`src/rtl/mem_arb_pkg.sv`:
```
// Shared types and helpers for the memory-channel arbiters.
//   state_e   : arbiter FSM states (IDLE, BUSY, RELEASE)
//   op_e      : registered command kind (RD=0, WR=1)
//   LANE0/1   : lane identifiers
//   lane_lsb  : bit offset of a lane inside a packed two-lane bus
//   lane_valid: a lane is requesting legally when exactly one strobe is high
package mem_arb_pkg;

  typedef enum logic [1:0] {
    IDLE    = 2'd0,
    BUSY    = 2'd1,
    RELEASE = 2'd2
  } state_e;

  typedef enum logic {
    RD = 1'b0,
    WR = 1'b1
  } op_e;

  localparam logic LANE0 = 1'b0;
  localparam logic LANE1 = 1'b1;

  function automatic int unsigned lane_lsb(input logic lane, input int unsigned width);
    return lane ? width : 32'd0;
  endfunction

  function automatic logic lane_valid(input logic oe, input logic we);
    return oe ^ we;
  endfunction

endpackage

```
`src/rtl/rr_pick2.sv`:
```
// Two-way round-robin picker (combinational).
//   valid      : per-lane legal request
//   last_owner : lane served most recently
//   grant      : at least one lane is valid
//   grant_lane : winning lane; on contention the lane that is not last_owner
module rr_pick2
  import mem_arb_pkg::*;
(
  input  logic [1:0] valid,
  input  logic       last_owner,
  output logic       grant,
  output logic       grant_lane
);

  always_comb begin
    grant      = |valid;
    grant_lane = LANE0;
    case (valid)
      2'b01:   grant_lane = LANE0;
      2'b10:   grant_lane = LANE1;
      2'b11:   grant_lane = ~last_owner;
      default: grant_lane = LANE0;
    endcase
  end

endmodule

```
`src/rtl/mem_channel_arbiter.sv`:
```
// Shares one memory port between two accelerator master lanes.
//   clock, reset      : rising-edge clock, async active-low reset
//   m_oe/m_we/m_addr/m_wdata/m_size : packed per-lane requests (held until m_datardy)
//   m_rdata/m_datardy : per-lane registered read data and one-cycle completion
//   s_oe/s_we/s_addr/s_wdata/s_size : memory command, driven only while BUSY
//   s_rdata/s_datardy : memory response
//   clear_err         : synchronous clear of the error flags
//   err_proto/err_timeout/err_lane : sticky error flags and lane of latest error
module mem_channel_arbiter
  import mem_arb_pkg::*;
#(
  parameter int unsigned ADDR_W  = 7,
  parameter int unsigned DATA_W  = 8,
  parameter int unsigned SIZE_W  = 4,
  parameter int unsigned TIMEOUT = 64
) (
  input  logic                clock,
  input  logic                reset,
  input  logic [1:0]          m_oe,
  input  logic [1:0]          m_we,
  input  logic [2*ADDR_W-1:0] m_addr,
  input  logic [2*DATA_W-1:0] m_wdata,
  input  logic [2*SIZE_W-1:0] m_size,
  output logic [2*DATA_W-1:0] m_rdata,
  output logic [1:0]          m_datardy,
  output logic                s_oe,
  output logic                s_we,
  output logic [ADDR_W-1:0]   s_addr,
  output logic [DATA_W-1:0]   s_wdata,
  output logic [SIZE_W-1:0]   s_size,
  input  logic [DATA_W-1:0]   s_rdata,
  input  logic                s_datardy,
  input  logic                clear_err,
  output logic                err_proto,
  output logic                err_timeout,
  output logic                err_lane
);

  localparam int unsigned     CNT_W    = 16;
  localparam int unsigned     MDATA_W  = 2 * DATA_W;
  localparam logic [CNT_W-1:0] CNT_LAST = CNT_W'(TIMEOUT - 1);

  logic [1:0] valid;
  logic [1:0] both;
  logic       grant;
  logic       grant_lane;

  state_e              state_q, state_d;
  logic                owner_q, owner_d;
  op_e                 op_q, op_d;
  logic [ADDR_W-1:0]   addr_q, addr_d;
  logic [DATA_W-1:0]   wdata_q, wdata_d;
  logic [SIZE_W-1:0]   size_q, size_d;
  logic [CNT_W-1:0]    cnt_q, cnt_d;
  logic                last_owner_q, last_owner_d;
  logic [MDATA_W-1:0]  m_rdata_q, m_rdata_d;
  logic [1:0]          m_datardy_q, m_datardy_d;
  logic                err_proto_q, err_proto_d;
  logic                err_timeout_q, err_timeout_d;
  logic                err_lane_q, err_lane_d;

  always_comb begin
    for (int unsigned i = 0; i < 2; i++) begin
      valid[i] = lane_valid(m_oe[i], m_we[i]);
      both[i]  = m_oe[i] & m_we[i];
    end
  end

  rr_pick2 u_pick (
    .valid      (valid),
    .last_owner (last_owner_q),
    .grant      (grant),
    .grant_lane (grant_lane)
  );

  always_comb begin
    state_d       = state_q;
    owner_d       = owner_q;
    op_d          = op_q;
    addr_d        = addr_q;
    wdata_d       = wdata_q;
    size_d        = size_q;
    cnt_d         = cnt_q;
    last_owner_d  = last_owner_q;
    m_rdata_d     = '0;
    m_datardy_d   = '0;
    err_proto_d   = err_proto_q;
    err_timeout_d = err_timeout_q;
    err_lane_d    = err_lane_q;

    // Clear first so that any error raised in the same cycle overrides it.
    if (clear_err) begin
      err_proto_d   = 1'b0;
      err_timeout_d = 1'b0;
      err_lane_d    = LANE0;
    end
    if (both[0]) begin
      err_proto_d = 1'b1;
      err_lane_d  = LANE0;
    end
    if (both[1]) begin
      err_proto_d = 1'b1;
      err_lane_d  = LANE1;
    end

    case (state_q)
      IDLE: begin
        if (grant) begin
          owner_d = grant_lane;
          op_d    = m_we[grant_lane] ? WR : RD;
          addr_d  = ADDR_W'(m_addr >> lane_lsb(grant_lane, ADDR_W));
          wdata_d = DATA_W'(m_wdata >> lane_lsb(grant_lane, DATA_W));
          size_d  = SIZE_W'(m_size >> lane_lsb(grant_lane, SIZE_W));
          cnt_d   = '0;
          state_d = BUSY;
        end
      end
      BUSY: begin
        // A response in the timeout cycle still counts as a normal completion.
        if (s_datardy) begin
          m_rdata_d            = MDATA_W'(s_rdata) << lane_lsb(owner_q, DATA_W);
          m_datardy_d[owner_q] = 1'b1;
          last_owner_d         = owner_q;
          state_d              = RELEASE;
        end else if (cnt_q == CNT_LAST) begin
          m_datardy_d[owner_q] = 1'b1;
          err_timeout_d        = 1'b1;
          err_lane_d           = owner_q;
          last_owner_d         = owner_q;
          state_d              = RELEASE;
        end else begin
          cnt_d = cnt_q + CNT_W'(1);
        end
      end
      RELEASE: state_d = IDLE;
      default: state_d = IDLE;
    endcase
  end

  always_ff @(posedge clock or negedge reset) begin
    if (!reset) begin
      state_q       <= IDLE;
      owner_q       <= LANE0;
      op_q          <= RD;
      addr_q        <= '0;
      wdata_q       <= '0;
      size_q        <= '0;
      cnt_q         <= '0;
      last_owner_q  <= LANE1;
      m_rdata_q     <= '0;
      m_datardy_q   <= '0;
      err_proto_q   <= 1'b0;
      err_timeout_q <= 1'b0;
      err_lane_q    <= 1'b0;
    end else begin
      state_q       <= state_d;
      owner_q       <= owner_d;
      op_q          <= op_d;
      addr_q        <= addr_d;
      wdata_q       <= wdata_d;
      size_q        <= size_d;
      cnt_q         <= cnt_d;
      last_owner_q  <= last_owner_d;
      m_rdata_q     <= m_rdata_d;
      m_datardy_q   <= m_datardy_d;
      err_proto_q   <= err_proto_d;
      err_timeout_q <= err_timeout_d;
      err_lane_q    <= err_lane_d;
    end
  end

  logic busy;
  assign busy        = (state_q == BUSY);
  assign s_oe        = busy && (op_q == RD);
  assign s_we        = busy && (op_q == WR);
  assign s_addr      = busy ? addr_q  : '0;
  assign s_wdata     = busy ? wdata_q : '0;
  assign s_size      = busy ? size_q  : '0;
  assign m_rdata     = m_rdata_q;
  assign m_datardy   = m_datardy_q;
  assign err_proto   = err_proto_q;
  assign err_timeout = err_timeout_q;
  assign err_lane    = err_lane_q;

endmodule

```
`config.mk`:
```
export PLATFORM = sky130hd
export DESIGN_NAME = mem_channel_arbiter
export DESIGN_NICKNAME = d
export VERILOG_FILES = /design/src/rtl/mem_arb_pkg.sv /design/src/rtl/rr_pick2.sv /design/src/rtl/mem_channel_arbiter.sv
export SDC_FILE = /design/constraint.sdc
export NUM_CORES = 1
export LEC_CHECK = 0
export CORE_ASPECT_RATIO = 0.9
export CORE_UTILIZATION = 51
export CTS_BUF_LIST = sky130_fd_sc_hd__clkbuf_4
export CTS_CLUSTER_SIZE = 12
export DETAILED_ROUTE_END_ITERATION = 6
export PLACE_DENSITY = 0.9
export SLEW_MARGIN = 10
export SYNTH_ARGS = -nofsm -noshare
export SYNTH_HDL_FRONTEND = slang
export SYNTH_SLANG_ARGS = --single-unit
```
`constraint.sdc`:
```
create_clock -name clock -period 2.7 [get_ports clock]
set_input_delay 0.675 -clock clock [delete_from_list [all_inputs] [get_ports clock]]
set_output_delay 0.675 -clock clock [all_outputs]
set_load 0.02 [all_outputs]
```
==> out/qor.txt, run 1 <==
initial DRC count: 140
Max Transition Viols Final: 0
die area: 6084 µm²
Peak Freq: 0.4003 GHz
via count: 2466
MaxCap Viol Count: 0
sequential fraction of the synthesis area: 51.87%
period utilisation layout: 92.52%
I/O pin count: 96
Worst Max-Slew Pin Slew: 0.7436 ns
CP Data Arrival Time: 1.82 ns
Crit path buffers/inverters: 1
crit-path max FO: 4
worst skew pair latency: 0.41 ns
Syn Nets: 336
status: completed
EDFF count, synth: 0
Post-Syn Instances: 279
Yosys cell types: 40
global-route wire length before repair: 10.74 mm
Mapped Area: 2945 µm²
# nets final: 439
die width: 82.11 µm
Largest stage delay, worst path: 0.65 ns
I/O Buffers: 95
Synth Area in Simple Gates: 23.41%
final hold vios: 0
HPWL Detailed: 4.950 mm
via/cell ratio: 5.432
Core Footprint: 5411 µm²
largest net degree at the start of global routing: 62
Post-Route Setup TNS: 0 ns
Hold Buf Count CTS: 0
Finished Core Util: 76.97%
CP Class: flip-flop to primary output
cells along the critical path: nand2b_1 > nor2_1 > clkdlybuf4s50_1
Residual DRC: 0
CTS tree: built
Area Overhead vs Synth: 41.42%
gpl congestion: 0.8572
Finish-stage setup viols: 0
ys async rst share: 100.0%
Remaining Overflow, GRT: 0
slew margin rel.: 50.43%
die extent in y: 74.10 µm
WL final: 6.710 mm
layout cell share with drive strength beyond 1: 11.37%
RSZ-0062 raised after global routing: false
cts bufs inserted: 9
initial antenna violation count: 0
ratio of total power to cell area: 748.3 nW/µm²
fin crit period: 2.498 ns
CTS sink count: 61
Worst Setup Start Kind: flip-flop
post-synthesis compound-gate area fraction: 12.45%
Synth Area in Adders: 1.274%
Antenna Nets Post-Route: 0
CP Data Required Time: 2.03 ns
YS warnings: 0
number of core rows: 25
Avg WL per Cell: 14.78 µm
Critical Path Sink Type: primary output
top_reg_cell synth: dfrtp_1
post-synthesis register bit count: 61
Initial Utilization: 54.43%
CTS Buffer Depth: 2
xor/xnor share of the synthesized area: 0%
Leak: 1.957 nW
Syn Area/Cell: 10.56 µm²
post-synthesis mux area share: 7.647%
Antenna Cells: 0
drt first pass iters: 6
critical path's top delay family: buffers and inverters
peak supply drop: 537.2 µV
vias in the first global route: 2366
main combinational cell family by area after synthesis: simple AND/OR/NAND/NOR gates
HP Class: primary input to async pin
CTS H-tree lvls: 3
GRT Resource Usage Total: 23.97%
final total power: 3.117 mW
skew final: 0.01845 ns
Clk Tree Root Cell: clkbuf_4
highest-delay cell along the critical path: clkdlybuf4s50_1
Worst-path clk slew: 0.12 ns
[cells by family (layout without fill, tap and decap cells)]
kind of cell | Yosys count | after routing
multiplexers | 22 | 22
AO/OA/AOI/OAI | 58 | 58
AND/OR/NAND/NOR | 114 | 114
buffers and inverters | 21 | 129
flip-flops | 61 | 61
adder cells (fa/ha/maj) | 3 | 3
[sequential cells by signal (all words and copies together), names as in the netlist]
| signal | count |
|---|---|
| size_q | 4 |
| err_timeout | 1 |
| cnt_q | 16 |
| err_proto | 1 |
| err_lane | 1 |
| owner_q | 1 |
| wdata_q | 8 |
| m_datardy | 2 |
| op_q | 1 |
| addr_q | 7 |
| m_rdata | 16 |
| last_owner_q | 1 |
| state_q | 2 |
[cell usage in the layout (no fill, tap or decap), types with 2 or more instances in the layout]
master / count
buf_12: 2
nand4_1: 4
dfrtp_1: 60
dlygate4sd2_1: 11
clkinv_2: 2
nand3_1: 5
or3_1: 2
and3_1: 3
dlymetal6s2s_1: 8
ha_1: 3
and2_1: 37
clkdlybuf4s50_1: 75
o21ai_0: 24
a21oi_1: 10
buf_4: 7
nor4_4: 2
and4_1: 2
nor2_1: 8
mux2i_1: 21
clkinv_4: 3
clkbuf_4: 9
o21a_1: 2
or4_1: 13
nand2_1: 27
o31ai_1: 13
a21oi_2: 5
inv_1: 8
nor3_1: 2
[metrics by stage]
stage	hold WS [ns]	worst slack (ns)	cells	instance area, µm²
global placement	0.4522	0.1035	437	4003
global route	0.4624	0.1461	454	4165
floorplan	0.3794	0.5824	279	2945
detailed placement	0.4660	0.02528	437	4003
finish	0.4060	0.2019	454	4165
CTS	0.4143	0.01278	454	4145
[metal layers]
metal,part of all wire (%),global-route usage [%],vias to the layer above
li1,-,-,1202
met2,50,39.76,86
met3,5.3,4.785,10
met5,0,0,-
met4,1.6,11.70,0
met1,43,30.00,1168
[where the power goes]
group	total, mW	internal [mW]	leakage, nW	switching [mW]
sequential	1.25	1.13	0.801	0.119
clock	0.647	0.287	0.0802	0.360
combinational	1.22	0.555	1.08	0.661
[Yosys cell counts (all sizes together), types with 3 or more instances]
library cell,number,area (µm²)
o21ai,25,128.9
ha,3,37.54
nor3,3,20.02
nand4,4,25.02
nor2,8,30.03
clkbuf,9,33.78
buf,4,35.02
a21oi,15,93.84
o31ai,13,97.59
nand3,5,25.02
and2,38,237.7
or4,14,108.9
dfrtp,60,1501
inv,8,30.03
mux2i,21,210.2
and3,3,18.77
nand2,27,101.4
[timing repair]
item,in CTS,in global routing
pin swaps,0,0
buffers inserted,1,0
endpoints found under the setup margin,19,8
resized for setup,13,8
hold endpoints to repair,0,0
[path summary, 6_finish.rpt]
path,startpoint,end,slack [ns],cells past startpoint
hold reg to reg,wdata_q[7]$_DFFE_PN0P_,wdata_q[7]$_DFFE_PN0P_,0.49,2
min in group clock,wdata_q[7]$_DFFE_PN0P_,wdata_q[7]$_DFFE_PN0P_,0.49,2
setup / recovery,state_q[1]$_DFFE_PN0P_,s_oe,0.20,3
setup reg to reg,cnt_q[11]$_DFFE_PN0P_,cnt_q[7]$_DFFE_PN0P_,0.54,5
max in group asynchronous,reset,wdata_q[6]$_DFFE_PN0P_,1.80,2
hold / removal,reset,m_rdata[0]$_DFF_PN0_,0.41,2
[final cells by class]
| type | count | area (µm²) |
|---|---|---|
| flip-flops and latches | 61 | 1528 |
| multi-input cells | 197 | 1325 |
| fillers | 367 | 1246 |
| repair buffers | 105 | 1056 |
| well taps | 67 | 83.83 |
| clock inverters | 7 | 75.07 |
| clock buffers | 9 | 67.56 |
| inverters | 8 | 30.03 |
(Power assumes the default switching activity.)
==> inputs of run 2 (changes only) <==
--- a/config.mk
+++ b/config.mk
@@ -5,13 +5,14 @@
 export SDC_FILE = /design/constraint.sdc
 export NUM_CORES = 1
 export LEC_CHECK = 0
+export CELL_PAD_IN_SITES_DETAIL_PLACEMENT = 1
+export CELL_PAD_IN_SITES_GLOBAL_PLACEMENT = 1
 export CORE_ASPECT_RATIO = 0.9
-export CORE_UTILIZATION = 51
+export CORE_UTILIZATION = 39
 export CTS_BUF_LIST = sky130_fd_sc_hd__clkbuf_4
 export CTS_CLUSTER_SIZE = 12
 export DETAILED_ROUTE_END_ITERATION = 6
-export PLACE_DENSITY = 0.9
-export SLEW_MARGIN = 10
+export PLACE_DENSITY = 0.91
 export SYNTH_ARGS = -nofsm -noshare
 export SYNTH_HDL_FRONTEND = slang
 export SYNTH_SLANG_ARGS = --single-unit
==> run 2 against run 1 <==
Effect of this change:
- wire length grew 31%
- cell area grew 1.1%
- via count grew 3.9%
- first-iteration DRC count shrank 24%
- maximum frequency grew 0.16%
- total power grew 2.5%
- clock skew shrank 0.0060 ns
- clock power grew 1%
- sequential share of layout area shrank 0.35 points
- sequential power is essentially flat
- global-route usage grew 0.66 points
- critical path type unchanged
==> out/qor.txt, run 2 (synthesized netlist as in run 1, its figures left out) <==
status: completed
HPWL Detailed: 6.487 mm
slew margin rel.: 53.29%
Reg2Reg Depth: 5
launching point of the worst reg2reg path: cnt_q[14]$_DFFE_PN0P_
WL final: 8.774 mm
Leak: 1.950 nW
number of core rows: 29
initial antenna violation count: 0
via/cell ratio: 5.340
Place WS: -0.1206 ns
CTS tree: built
Worst-path clk slew: 0.12 ns
Worst Max-Slew Pin Slew: 0.7007 ns
I/O Buffers: 95
Clk Tree Root Cell: clkbuf_4
die width: 93.61 µm
CTS H-tree lvls: 3
vias in the first global route: 2894
Residual DRC: 0
setup ws final: 0.2057 ns
final total power: 3.194 mW
initial DRC count: 107
die extent in y: 84.45 µm
largest net degree at the start of global routing: 42
Core Footprint: 7184 µm²
CP Data Required Time: 2.03 ns
met2 wire length: 4.606 mm
cell total after placement: 464
worst skew pair latency: 0.41 ns
Area Overhead vs Synth: 42.91%
Finished Core Util: 58.59%
crit-path max FO: 4
flop2flop setup slack: 0.48 ns
most frequent cells in the layout: clkdlybuf4s50_1 (74), dfrtp_1 (59), and2_1 (37)
layout cell share with drive strength beyond 1: 11.37%
I/O pin count: 96
Remaining Overflow, GRT: 0
most common cell after layout, fill and taps aside: clkdlybuf4s50_1
MaxCap Viol Count: 0
fin cells: 480
Antenna Nets Post-Route: 0
Finish-stage setup viols: 0
cts bufs inserted: 9
highest-delay cell along the critical path: clkdlybuf4s50_1
drt first pass iters: 4
Largest stage delay, worst path: 0.64 ns
M1 WL: 3.537 mm
global-route wire length before repair: 14.81 mm
Avg WL per Cell: 18.28 µm
CTS Buffer Depth: 2
RSZ-0062 raised after global routing: false
GRT Resource Usage Total: 24.62%
cells along the critical path: nand2b_1 > nor2_1 > clkdlybuf4s50_1
ratio of total power to cell area: 759.0 nW/µm²
Worst Setup Start Kind: flip-flop
Peak Freq: 0.4009 GHz
final hold vios: 0
Routed met3 length: 422 µm
HP Class: primary input to async pin
peak supply drop: 383.8 µV
fin crit period: 2.494 ns
reg2reg end: cnt_q[13]$_DFFE_PN0P_
Max Transition Viols Final: 0
via count: 2563
CP Data Arrival Time: 1.82 ns
die area: 7904 µm²
skew final: 0.01247 ns
# nets final: 439
period utilisation layout: 92.38%
hold_ws: 0.2975 ns
CTS sink count: 61
max layer used: met4
gpl congestion: 0.7668
Antenna Cells: 0
Initial Utilization: 41.00%
Critical Path Sink Type: primary output
CP Class: flip-flop to primary output
run 2: cell count changes in the layout (fill, tap and decap cells not counted), sizes merged:
cell           previous run  this run
clkinv                    5         1
clkinvlp                  0         3
clkdlybuf4s50            75        74
dlygate4sd2              11        12
inv                       9        10
run 2: critical path, delay by kind of cell, from the launching register on:
kind	cells	cell delay (ns)
buf+inv	1	0.64
flops	1	0.44
simple gates	2	0.33
run 2: cell type report:
| type | instances | area [µm²] |
|---|---|---|
| sequential | 61 | 1529 |
| tap | 93 | 116.4 |
| clock inverter | 7 | 73.82 |
| fill | 788 | 2975 |
| clock buffer | 9 | 67.56 |
| timing repair buffer | 105 | 1067 |
| multi-input combinational | 197 | 1325 |
| inverter | 8 | 30.03 |
run 2: what timing repair did:
item / in CTS / in global routing
endpoints found under the setup margin: 13 / 8
hold buffers: 0 / 0
buffers inserted: 0 / 0
pin swaps: 0 / 0
gates resized for setup: 13 / 10
run 2: routing by layer:
| metal | vias to the layer above | track usage [%] |
|---|---|---|
| li1 | 1199 | - |
| met1 | 1269 | 28.45 |
| met4 | 0 | 9.371 |
| met2 | 73 | 42.51 |
| met3 | 22 | 7.790 |
| met5 | - | 0 |
run 2: power by group:
group	total, mW	internal (mW)	leakage, nW	switching, mW
Sequential	1.28	1.14	0.800	0.142
Clock	0.656	0.285	0.0666	0.372
Combinational	1.26	0.552	1.08	0.707
run 2: worst max-delay path by stage:
stage | slack (ns) | startpoint | to | depth (start not counted)
final | 0.21 | state_q[1]$_DFFE_PN0P_ | s_oe | 3
after global routing | 0.14 | state_q[1]$_DFFE_PN0P_ | s_oe | 3
after CTS | 0.002 | state_q[0]$_DFFE_PN0P_ | s_wdata[1] | 4
after detailed placement | -0.12 | m_we[1] | cnt_q[9]$_DFFE_PN0P_ | 6
after global placement | 0.004 | m_we[0] | cnt_q[13]$_DFFE_PN0P_ | 6
after floorplan | 0.58 | m_oe[1] | cnt_q[15]$_DFFE_PN0P_ | 6
run 2: per-stage QoR:
stage / cell area (µm²) / TNS (ns)
after floorplan: 2945 / 0
after global placement: 4055 / 0
final: 4209 / 0
after global routing: 4209 / 0
after detailed placement: 4055 / -0.5858
after CTS: 4183 / 0
